==> src/rtl/tt_io_conditioner.sv <==
// Bidirectional pad conditioner: per-channel synchronizer, programmable glitch
// filter with edge pulses, registered push-pull/open-drain output path, glitch counter.
module tt_io_conditioner #(
    parameter int                    CHANNELS    = 8,
    parameter int                    SYNC_STAGES = 2,
    parameter int                    FILT_BITS   = 3,
    parameter logic [CHANNELS-1:0]   RESET_VAL   = {CHANNELS{1'b1}}
) (
    input  logic                  clk,
    input  logic                  rst_n,
    input  logic                  ena,
    input  logic [CHANNELS-1:0]   pad_in,
    output logic [CHANNELS-1:0]   pad_out,
    output logic [CHANNELS-1:0]   pad_oe,
    input  logic [CHANNELS-1:0]   core_out,
    input  logic [CHANNELS-1:0]   core_oe,
    input  logic [CHANNELS-1:0]   od_mode,
    input  logic [FILT_BITS-1:0]  filt_len,
    output logic [CHANNELS-1:0]   core_in,
    output logic [CHANNELS-1:0]   rise,
    output logic [CHANNELS-1:0]   fall,
    input  logic                  glitch_clr,
    output logic [7:0]            glitch_cnt
);

    logic [CHANNELS-1:0]  sync_q [SYNC_STAGES];
    logic [FILT_BITS-1:0] cnt_q  [CHANNELS];
    logic [CHANNELS-1:0]  s;
    logic [CHANNELS-1:0]  reject;
    logic                 any_reject;

    assign s = sync_q[SYNC_STAGES-1];

    // The synchronizer free-runs so the chain is already settled when ena rises.
    // NOTE: this small flop array is reset explicitly; it is real state, not a RAM.
    always_ff @(posedge clk or negedge rst_n) begin
        if (!rst_n) begin
            for (int k = 0; k < SYNC_STAGES; k++) sync_q[k] <= RESET_VAL;
        end else begin
            // NOTE: non-blocking so every stage samples the previous stage's old value.
            sync_q[0] <= pad_in;
            for (int k = 1; k < SYNC_STAGES; k++) sync_q[k] <= sync_q[k-1];
        end
    end

    // A glitch is rejected when the input falls back before qualification.
    // NOTE: defaults first so no path through always_comb leaves a latch.
    always_comb begin
        reject = '0;
        for (int i = 0; i < CHANNELS; i++)
            reject[i] = (s[i] == core_in[i]) && (cnt_q[i] != '0);
        any_reject = ena && (|reject);
    end

    always_ff @(posedge clk or negedge rst_n) begin
        if (!rst_n) begin
            core_in <= RESET_VAL;
            rise    <= '0;
            fall    <= '0;
            for (int i = 0; i < CHANNELS; i++) cnt_q[i] <= '0;
        end else if (!ena) begin
            rise <= '0;
            fall <= '0;
        end else begin
            for (int i = 0; i < CHANNELS; i++) begin
                rise[i] <= 1'b0;
                fall[i] <= 1'b0;
                if (s[i] == core_in[i]) begin
                    cnt_q[i] <= '0;
                end else if (cnt_q[i] >= filt_len) begin
                    // >= lets a lowered filt_len accept at once; cnt never exceeds filt_len.
                    core_in[i] <= s[i];
                    cnt_q[i]   <= '0;
                    rise[i]    <= s[i];
                    fall[i]    <= ~s[i];
                end else begin
                    cnt_q[i] <= cnt_q[i] + 1'b1;
                end
            end
        end
    end

    always_ff @(posedge clk or negedge rst_n) begin
        if (!rst_n) begin
            glitch_cnt <= '0;
        end else if (ena) begin
            if (glitch_clr)
                glitch_cnt <= '0;
            else if (any_reject && (glitch_cnt != 8'hFF))
                glitch_cnt <= glitch_cnt + 8'd1;
        end
    end

    // Open-drain channels only ever pull low: drive 0 and enable when core_out is 0.
    always_ff @(posedge clk or negedge rst_n) begin
        if (!rst_n) begin
            pad_out <= '0;
            pad_oe  <= '0;
        end else if (!ena) begin
            pad_out <= '0;
            pad_oe  <= '0;
        end else begin
            pad_out <= core_out & ~od_mode;
            pad_oe  <= core_oe & ~(od_mode & core_out);
        end
    end

endmodule

==> config.mk <==
export PLATFORM = sky130hd
export DESIGN_NAME = tt_io_conditioner
export DESIGN_NICKNAME = d
export VERILOG_FILES = /design/src/rtl/tt_io_conditioner.sv
export SDC_FILE = /design/constraint.sdc
export NUM_CORES = 1
export LEC_CHECK = 0
export ABC_AREA = 1
export ABC_CLOCK_PERIOD_IN_PS = 1700
export BUFFER_PORTS_ARGS = -buffer_cell sky130_fd_sc_hd__buf_2
export CORE_MARGIN = 5
export CORE_UTILIZATION = 44
export DETAILED_ROUTE_END_ITERATION = 10
export PLACE_DENSITY = 0.71
export SYNTH_ARGS = -nofsm -noshare
export SYNTH_HDL_FRONTEND = slang
export SYNTH_SLANG_ARGS = --single-unit
export TNS_END_PERCENT = 100
==> constraint.sdc <==
create_clock -name clk -period 1.7 [get_ports clk]
set_clock_uncertainty 0.2 [all_clocks]
set_input_delay 0.51 -clock clk [delete_from_list [all_inputs] [get_ports clk]]
set_output_delay 0.51 -clock clk [all_outputs]
set_load 0.05 [all_outputs]
Yosys cells after proc, flatten, opt, wreduce, memory -nomap -nowiden
Index checks and enable logic that the tools add are counted.

cells by class
  bitwise gates (word level) = 21
  equal/unequal tests = 9
  order comparisons = 8
  muxes and demuxes = 54
  $add $sub $neg = 9
  reductions and logical operators = 29

operators by type and width
  operator                                                        count
  3-bit 2-to-1 mux                                                16
  8-bit 2-to-1 mux                                                6
  1-bit 2-to-1 mux                                                32
  3-bit by 1-bit adder with 3-bit output (second input constant)  8
  8-bit AND                                                       3
  3-bit greater-or-equal comparator                               8
  3-bit AND reduction                                             8
  3-bit nonzero test                                              8
  1-bit NOT                                                       16
  8-bit NOT                                                       2
  1-bit logical AND                                               10
  8-bit by 1-bit adder with 8-bit output (second input constant)  1
  1-bit equality test                                             8
  8-bit != test (second input constant)                           1
  8-bit OR reduction                                              1
  2-bit AND reduction                                             1
  2-bit nonzero test                                              1

storage, ports and cells
  logic and storage cells = 153
  flip-flop bits (word level) = 88
  input bits = 39
  output and inout port bits = 48

Longest topological paths before layout
Gate-level depths: netlist of run 1.

  depth after elaboration = 7
  depth in mapped cells = 12
  mapped depth without buffers = 12

Worst setup path after synthesis of run 1
No wires, ideal clock.

  path kind = flip-flop to flip-flop
  start point = register glitch_cnt[0]
  end point = register glitch_cnt[5]
  library setup time = 0.066 ns
  stages on the path, launching flop included = 11
  data arrival time = 1.756 ns
  buffers on the path = 0
  clock period less this slack = 2.022 ns
  path slack = -0.322 ns
  path through = dfrtp_1 -> ha_1 -> nand3_1 -> nor2_2 -> and3_1 -> nand2_1 -> nand2_2 -> nand2_4 -> nand2_4 -> nand2_1 -> nand2_1

on the way
  longest elaborated chain between the ends = 4
  elaborated cells on any way between the ends = 7
  those cells by class = add/sub: 1; eq/ne: 1; mux: 2; reduce/logical: 3

RTL lines
  element                                                                                         RTL line  text
  start: declaration                                                                              23        output logic [7:0] glitch_cnt
  start signal: assignment                                                                        90        glitch_cnt <= glitch_cnt + 8'd1;
  parallel branches: the longest is 4 deep, another holds 8-bit by 1-bit adder with 8-bit output  -

Several ways; the timed one is not identified. The select of a mux whose other input is x is not followed.
A chain may end at the register's enable or synchronous reset.

Final worst setup path of run 1
  start point = register core_in[2]
  end point = register glitch_cnt[2]

on the way
  longest elaborated chain between the ends = 7

RTL lines
  element                               RTL line  text
  start: declaration                    19        output logic [CHANNELS-1:0] core_in,
  start signal: indexed assignment      72        core_in[i] <= s[i];
  1-bit equality test                   51        reject[i] = (s[i] == core_in[i]) && (cnt_q[i] != '0);
  1-bit logical AND                     51
  8-bit OR reduction                    52        any_reject = ena && (|reject);
  1-bit logical AND                     52
  1-bit logical AND                     89        else if (any_reject && (glitch_cnt != 8'hFF))
  2-bit nonzero test (no source line)   -
  2-bit AND reduction (no source line)  -

No other way between the ends.

==> results of run 1 <==
[routing by layer]
| metal | wire length [um] | up-vias | GRT usage, % |
|---|---|---|---|
| met5 | 0 | - | 0 |
| met4 | 219 | 0 | 7.574 |
| met3 | 620 | 19 | 4.079 |
| met2 | 5424 | 106 | 32.26 |
| met1 | 4061 | 1675 | 21.89 |
| li1 | - | 1728 | - |
[critical path: stages, from the launching register on]
cell     delay [ps]
dfstp_2         590
inv_2            50
nand2_1          70
nand2_1          70
nand2_1          80
nand2_2          60
nor2_1          110
nand2_1          80
nand2_2         110
nand2_4         100
nand2_8         140
nand2_2          60
nand2_1          50
[stage by stage]
stage / setup slack [ps] / hold slack [ps] / total power, mW / cells
2_1_floorplan: -103.0 / 14.41 / 4.961 / 453
3_3_place_gp: -371.5 / 145.7 / 5.707 / 680
3_5_place_dp: -437.0 / 146.9 / 5.855 / 680
4_1_cts: -121.9 / 26.04 / 8.254 / 718
5_1_grt: -224.0 / 20.89 / 9.381 / 727
6_report: -136.4 / 36.80 / 8.760 / 727
[repair_timing]
action | in CTS | in global routing
hold endpoints to repair | 15 | 0
pin swaps | 23 | 32
hold buffers | 1 | 0
gates resized for setup | 78 | 84
setup buffers | 20 | 9
gates cloned | 1 | 0
endpoints found under the setup margin | 37 | 73
[sequential cells by signal, indices dropped and copies added (netlist names)]
signal	flops
glitch_cnt	8
rise	8
pad_out	8
sync_q	8
s	8
core_in	8
pad_oe	8
fall	8
cnt_q	24
[cells in the mapped netlist (all sizes together), types with 2 or more instances]
cell / instances / share of area, %
o21ai: 21 / 2.5
xnor2: 9 / 1.9
a21o: 7 / 1.3
a21oi: 26 / 3.1
clkbuf: 5 / 0.45
nor2: 38 / 3.5
dfstp: 24 / 15
or2: 2 / 0.30
inv: 63 / 5.7
dfrtp: 64 / 38
ha: 41 / 12
nor3: 2 / 0.24
nand2: 115 / 11
o22ai: 9 / 1.3
nand3: 24 / 2.9
[logic make-up after synthesis]
| logic type | Yosys count |
|---|---|
| compound gates | 64 |
| xor+xnor | 9 |
| simple gates | 182 |
| flops | 88 |
| fa+ha+maj | 41 |
| buf+inv | 69 |
[final timing paths]
kind	slack, ps	end	start	depth (start not counted)
setup / recovery	-140	glitch_cnt[2]	core_in[2]	12
hold / removal	40	sync_q[11]	pad_in[3]	1
setup reg to reg	-140	glitch_cnt[2]	core_in[2]	12
hold reg to reg	150	s[2]	sync_q[10]	0
max in group asynchronous	330	sync_q[10]	rst_n	3
min in group asynchronous	380	cnt_q[5]	rst_n	2
[layout make-up]
| type | instances | area, sq um | share of cell area, % |
|---|---|---|---|
| multi-input combinational | 297 | 2103 | 34.69 |
| timing repair buffer | 134 | 1067 | 17.60 |
| sequential | 88 | 2242 | 36.98 |
| inverter | 63 | 244.0 | 4.024 |
| clock inverter | 5 | 103.9 | 1.713 |
| clock buffer | 11 | 141.4 | 2.332 |
| tap | 129 | 161.4 | 2.662 |
[power by group]
part           internal [mW]  total [mW]  switching, mW
Combinational           1.77        4.08           2.31
Clock                   1.02        1.77          0.748
Sequential              2.55        2.91          0.357
==> reports/results.ini, run 1 <==
[routing]
route.detailed.wl_per_inst_um = 14.20
drt-pass1-iter-count = 4
detail-route-antenna-nets = 0
detailroute.via_count = 3528
vias_per_cell = 4.853
wirelength_mm = 10.33
drc = 0
dr.first_iter.drc_count = 153

[cells_and_area]
drive_gt1_share_pct = 47.16
final_common_cell = nand2_1
final_nets = 673
num_antenna_cells = 0
postLayoutCellArea_sq_um = 6063
syn_to_final_growth_pct = 45.05
utilization_pct = 65.62
filler_cell_count = 712
final_cell_mix = nand2_1 (80), dfrtp_1 (56), buf_2 (53)

[global_routing]
grt_start_max_net_pins = 30
number_of_antenna_violations_at_the_first_check_in_global_routing = 0
globalRouteOverflowTotal = 0
grt_pass1_wl_mm = 16.93
globalRouteTotalUtil_pct = 18.44
first_global_vias = 3624

[yosys]
syn_inst = 453
ys_dominant_reg_cell = dfrtp_1
synth-compound-area-share_pct = 8.381
synth_seq_cells = 88
synth.distinct_cells = 21
synth.mux.area_fraction_pct = 0
synth_enable_flop_cells = 0
synthesized_area_fraction_occupied_by_xor_and_xnor_cells_pct = 1.886
netlist_area_sq_um = 4180
synth-async-reset-ratio_pct = 100.0
synth_top_family_by_area = simple AND/OR/NAND/NOR gates
synth_simple_gate_area_share_pct = 17.78
post_synth.cell_area_avg_sq_um = 9.228
yosysWarnings = 0
yosys.area_share.adder_pct = 12.27
synth_sequential_area_ratio_pct = 53.40
synth_nets = 533

[floorplanning]
placementRows = 35
start_util_pct = 45.24
floorplan.die_area_sq_um = 11550
io_pins = 87
fp.coreArea_sq_um = 9240
die_w_um = 107.5
die_height_um = 107.5

[pwr]
cellLeakagePower_nw = 3.096
ir_drop_mv = 0.6665
power.density_nw_per_um2 = 1445

[sta]
timing.final.max_slew_violations = 0
final_worst_path_cycle_share_pct = 108.0
timing_hold_violations_final = 0
setup_ws_ps = -136.4
number_of_failing_setup_endpoints_in_the_final_timing_report = 23
finalWorstPathRequiredPeriod_ps = 1836
fmax_mhz = 544.6
worst_slew_pin_slew_ps = 508.6
max-slew-margin-rel_pct = 66.06
fin_tns_setup_ps = -1960
grt_setup_unrepaired = true

[place]
dpl.hpwl_mm = 6.657
buffer_ports.inserted = 86
placed_cell_area_sq_um = 5011
place.gp.congestion = 0.8379

[outcome]
result_of_the_run = finished with violations
violated_checks = negative setup slack

[clock_network]
cts_tree = yes
numClockSinks = 88
cts_inserted_buffers = 9
path_clk_slew_ps = 100
clock_path_buffers = 2
cts_htree_levels = 3
clock-root-buffer = clkbuf_8
clock_latency_ps = 360

[setup_path]
timing.critical_path.required_ps = 1800
arrival_ps = 1940
path_max_fanout = 8
startpoint_type = register
timing.critical_path.to_type = register
timing.setup.critical_path_class = reg2reg

[job]
max_cap_viols = 0

[min_path]
worst_hold_path_type = in2reg

(Power assumes the default switching activity.)
==> run 2, diff against run 1 <==
--- a/config.mk
+++ b/config.mk
@@ -5,7 +5,6 @@
 export SDC_FILE = /design/constraint.sdc
 export NUM_CORES = 1
 export LEC_CHECK = 0
-export ABC_AREA = 1
 export ABC_CLOCK_PERIOD_IN_PS = 1700
 export BUFFER_PORTS_ARGS = -buffer_cell sky130_fd_sc_hd__buf_2
 export CORE_MARGIN = 5
==> run 2 against run 1 <==
Net effect:
- the flow still finishes with violations (negative setup slack)
- hold slack lost 3.5 ps
- sequential share of layout area shrank 7.0 points
- sequential power grew 1%
- combinational power grew 88%
- final cell count grew 4.3%
- non-clock buffer count grew 98
- die area grew 1.3%
- via count grew 15%
- worst setup slack lost 330 ps
==> reports/results.ini, run 2 <==
[floorplanning]
placementRows = 35  ; unchanged
die_height_um = 108.2  ; was 107.5 um
floorplan.die_area_sq_um = 11700  ; was 11550 sq um
start_util_pct = 45.45  ; was 45.24%
die_w_um = 108.2  ; was 107.5 um
io_pins = 87  ; unchanged
fp.coreArea_sq_um = 9328  ; was 9240 sq um

[yosys]
syn_inst = 388  ; was 453
synth_area_leader_cell = dfrtp_1  ; unchanged
synth_seq_cells = 88  ; unchanged
synth-async-reset-ratio_pct = 100.0  ; unchanged
synth_sequential_area_ratio_pct = 52.66  ; was 53.40%
post_synth.cell_area_avg_sq_um = 10.93  ; was 9.228 sq um
ys_top_cells_by_area = dfrtp_1 (38%), dfstp_2 (15%), ha_1 (12%)  ; unchanged
ys_dominant_reg_cell = dfrtp_1  ; unchanged
synth_common_cells = dfrtp_1 (64), ha_1 (41), nand2_1 (34)  ; was nand2_1 (112), dfrtp_1 (64), inv_1 (63)
synth_nets = 468  ; was 533
synth_enable_flop_cells = 0  ; unchanged
synth.distinct_cells = 38  ; was 21
yosysWarnings = 0  ; unchanged
top_count_cell_post_synth = dfrtp_1  ; was nand2_1
netlist_area_sq_um = 4239  ; was 4180 sq um
yosysTopAreaCellShare_pct = 37.78  ; was 38.31%

[sta]
final_worst_path_cycle_share_pct = 127.7  ; was 108.0%
finalWorstPathRequiredPeriod_ps = 2171  ; was 1836 ps
max-slew-margin-rel_pct = 63.87  ; was 66.06%
timing.final.max_slew_violations = 0  ; unchanged
timing_hold_violations_final = 0  ; unchanged
grt_setup_unrepaired = true  ; unchanged
fmax_mhz = 460.7  ; was 544.6 MHz
worst_slew_pin_slew_ps = 540.0  ; was 508.6 ps
setup_ws_ps = -470.7  ; was -136.4 ps
whs_ps = 33.33  ; was 36.80 ps
fin_tns_setup_ps = -16050  ; was -1960 ps
number_of_failing_setup_endpoints_in_the_final_timing_report = 71  ; was 23

[pwr]
power.density_nw_per_um2 = 1631  ; was 1445 nW/um^2
ir_drop_mv = 1.203  ; was 0.6665 mV
cellLeakagePower_nw = 3.561  ; was 3.096 nW

[setup_path]
startpoint_type = register  ; unchanged
arrival_ps = 2250  ; was 1940 ps
timing.setup.critical_path_class = reg2reg  ; unchanged
timing.critical_path.to_type = register  ; unchanged
worstPathCellList = xor2_4 > o22ai_4 > or4_4 > a311o_1 > o211ai_2  ; was inv_2 > nand2_1 > nand2_1 > nand2_1 > nand2_2 > nor2_1 > nand2_1 > nand2_2 > nand2_4 > nand2_8 > nand2_2 > nand2_1
cp_slowest_stage_delay_ps = 600  ; was 590 ps
timing.critical_path.required_ps = 1780  ; was 1800 ps
path_max_fanout = 4  ; was 8
critical_path.slowest_cell = dfstp_2  ; unchanged

[cells_and_area]
drive_gt1_share_pct = 64.86  ; was 47.16%
num_antenna_cells = 0  ; unchanged
final_cell_mix = buf_4 (109), buf_2 (68), dfrtp_1 (63)  ; was nand2_1 (80), dfrtp_1 (56), buf_2 (53)
largest_reg_flops = 24  ; unchanged
filler_cell_count = 477  ; was 712
utilization_pct = 79.93  ; was 65.62%
final_common_cell = buf_4  ; was nand2_1
final_nets = 704  ; was 673
largest_register = cnt_q  ; unchanged
syn_to_final_growth_pct = 75.89  ; was 45.05%

[place]
detailedPlace.worstSlack_ps = -516.4  ; was -437.0 ps
dpl.hpwl_mm = 7.333  ; was 6.657 mm
place.gp.congestion = 0.8434  ; was 0.8379
buffer_ports.inserted = 86  ; unchanged

[outcome]
violated_checks = negative setup slack  ; unchanged
result_of_the_run = finished with violations  ; unchanged

[routing]
wirelength_mm = 14.16  ; was 10.33 mm
vias_per_cell = 5.351  ; was 4.853
routed_met2_length_mm = 7.151  ; was 5.424 mm
drt-pass1-iter-count = 5  ; was 4
top_routing_layer_in_use = met4  ; unchanged
dr.first_iter.drc_count = 207  ; was 153
drc = 0  ; unchanged
route.detailed.wl_per_inst_um = 18.68  ; was 14.20 um
dr_wl_met3_um = 900  ; was 620 um
wl_met1_mm = 5.640  ; was 4.061 mm
detail-route-antenna-nets = 0  ; unchanged
detailroute.via_count = 4056  ; was 3528

[clock_network]
cts_htree_levels = 3  ; unchanged
path_clk_slew_ps = 90  ; was 100 ps
cts_inserted_buffers = 9  ; unchanged
cts_tree = yes  ; unchanged
numClockSinks = 88  ; unchanged
clock_path_buffers = 2  ; unchanged
clock-root-buffer = clkbuf_8  ; unchanged
clock_latency_ps = 360  ; about the same

[global_routing]
grt_pass1_wl_mm = 18.86  ; was 16.93 mm
globalRouteOverflowTotal = 0  ; unchanged
first_global_vias = 4051  ; was 3624
number_of_antenna_violations_at_the_first_check_in_global_routing = 0  ; unchanged
globalRouteTotalUtil_pct = 20.24  ; was 18.44%
grt_start_max_net_pins = 36  ; was 30

[min_path]
worst_hold_path_type = in2reg  ; unchanged

[job]
max_cap_viols = 0  ; unchanged

run 2: kinds of logic after synthesis:
group,after synthesis,synth area share [%]
AOI/OAI and AO/OA,70,10.80
xor gates and xnor gates,8,1.830
adders and majority gates,41,12.10
buffers and inverters,40,3.571
DFF,88,52.66
muxes,16,4.014
and+or+nand+nor,125,15.02
run 2: per-stage QoR:
stage | power [mW] | cell area, sq um | cells
final | 12.16 | 7456 | 758
after global routing | 12.69 | 7456 | 758
after CTS | 10.48 | 6877 | 738
after detailed placement | 7.153 | 5741 | 692
after global placement | 6.961 | 5741 | 692
after floorplan | 5.358 | 4403 | 388
run 2: path summary, 6_finish.rpt:
path | start | to | slack [ps] | cells past startpoint
min in group asynchronous | rst_n | pad_oe[2] | 350 | 2
max | s[4] | glitch_cnt[2] | -470 | 5
min | pad_in[5] | sync_q[13] | 30 | 1
max reg2reg | s[4] | glitch_cnt[2] | -470 | 5
max in group asynchronous | rst_n | sync_q[14] | 410 | 3
min reg2reg | sync_q[14] | s[6] | 160 | 0
run 2: worst max-delay path, delay by kind of cell, from the launching register on:
family	cells	cell delay, ps
AO/OA/AOI/OAI	3	490
XOR/XNOR	1	220
flip-flops	1	600
AND/OR/NAND/NOR	1	580
run 2: where the power goes:
group / internal [mW] / switching [mW]
clock: 0.761 / 0.780
sequential: 2.58 / 0.373
combinational: 4.01 / 3.65
run 2: layout make-up:
type                    count  area (sq um)  area share [%]
multi-input cells         260          2865           38.43
flip-flops and latches     88          2233           29.95
repair buffers            232          1861           24.95
well taps                 129         161.4           2.165
clock buffers              12         155.1           2.081
inverters                  33         127.6           1.712
clock inverters             4         52.55          0.7048
run 2: routing by layer:
metal / GRT usage (%) / vias up
met5: 0 / -
met4: 7.574 / 0
met3: 3.403 / 46
met2: 36.68 / 185
met1: 23.97 / 2000
li1: - / 1825
run 2: repair_timing:
item | in CTS | in global routing
gates resized for setup | 173 | 91
gates cloned | 0 | 1
hold buffers | 1 | 0
pin swaps | 51 | 43
setup buffers | 34 | 32
endpoints found under the hold margin | 11 | 0
setup endpoints to repair | 72 | 72
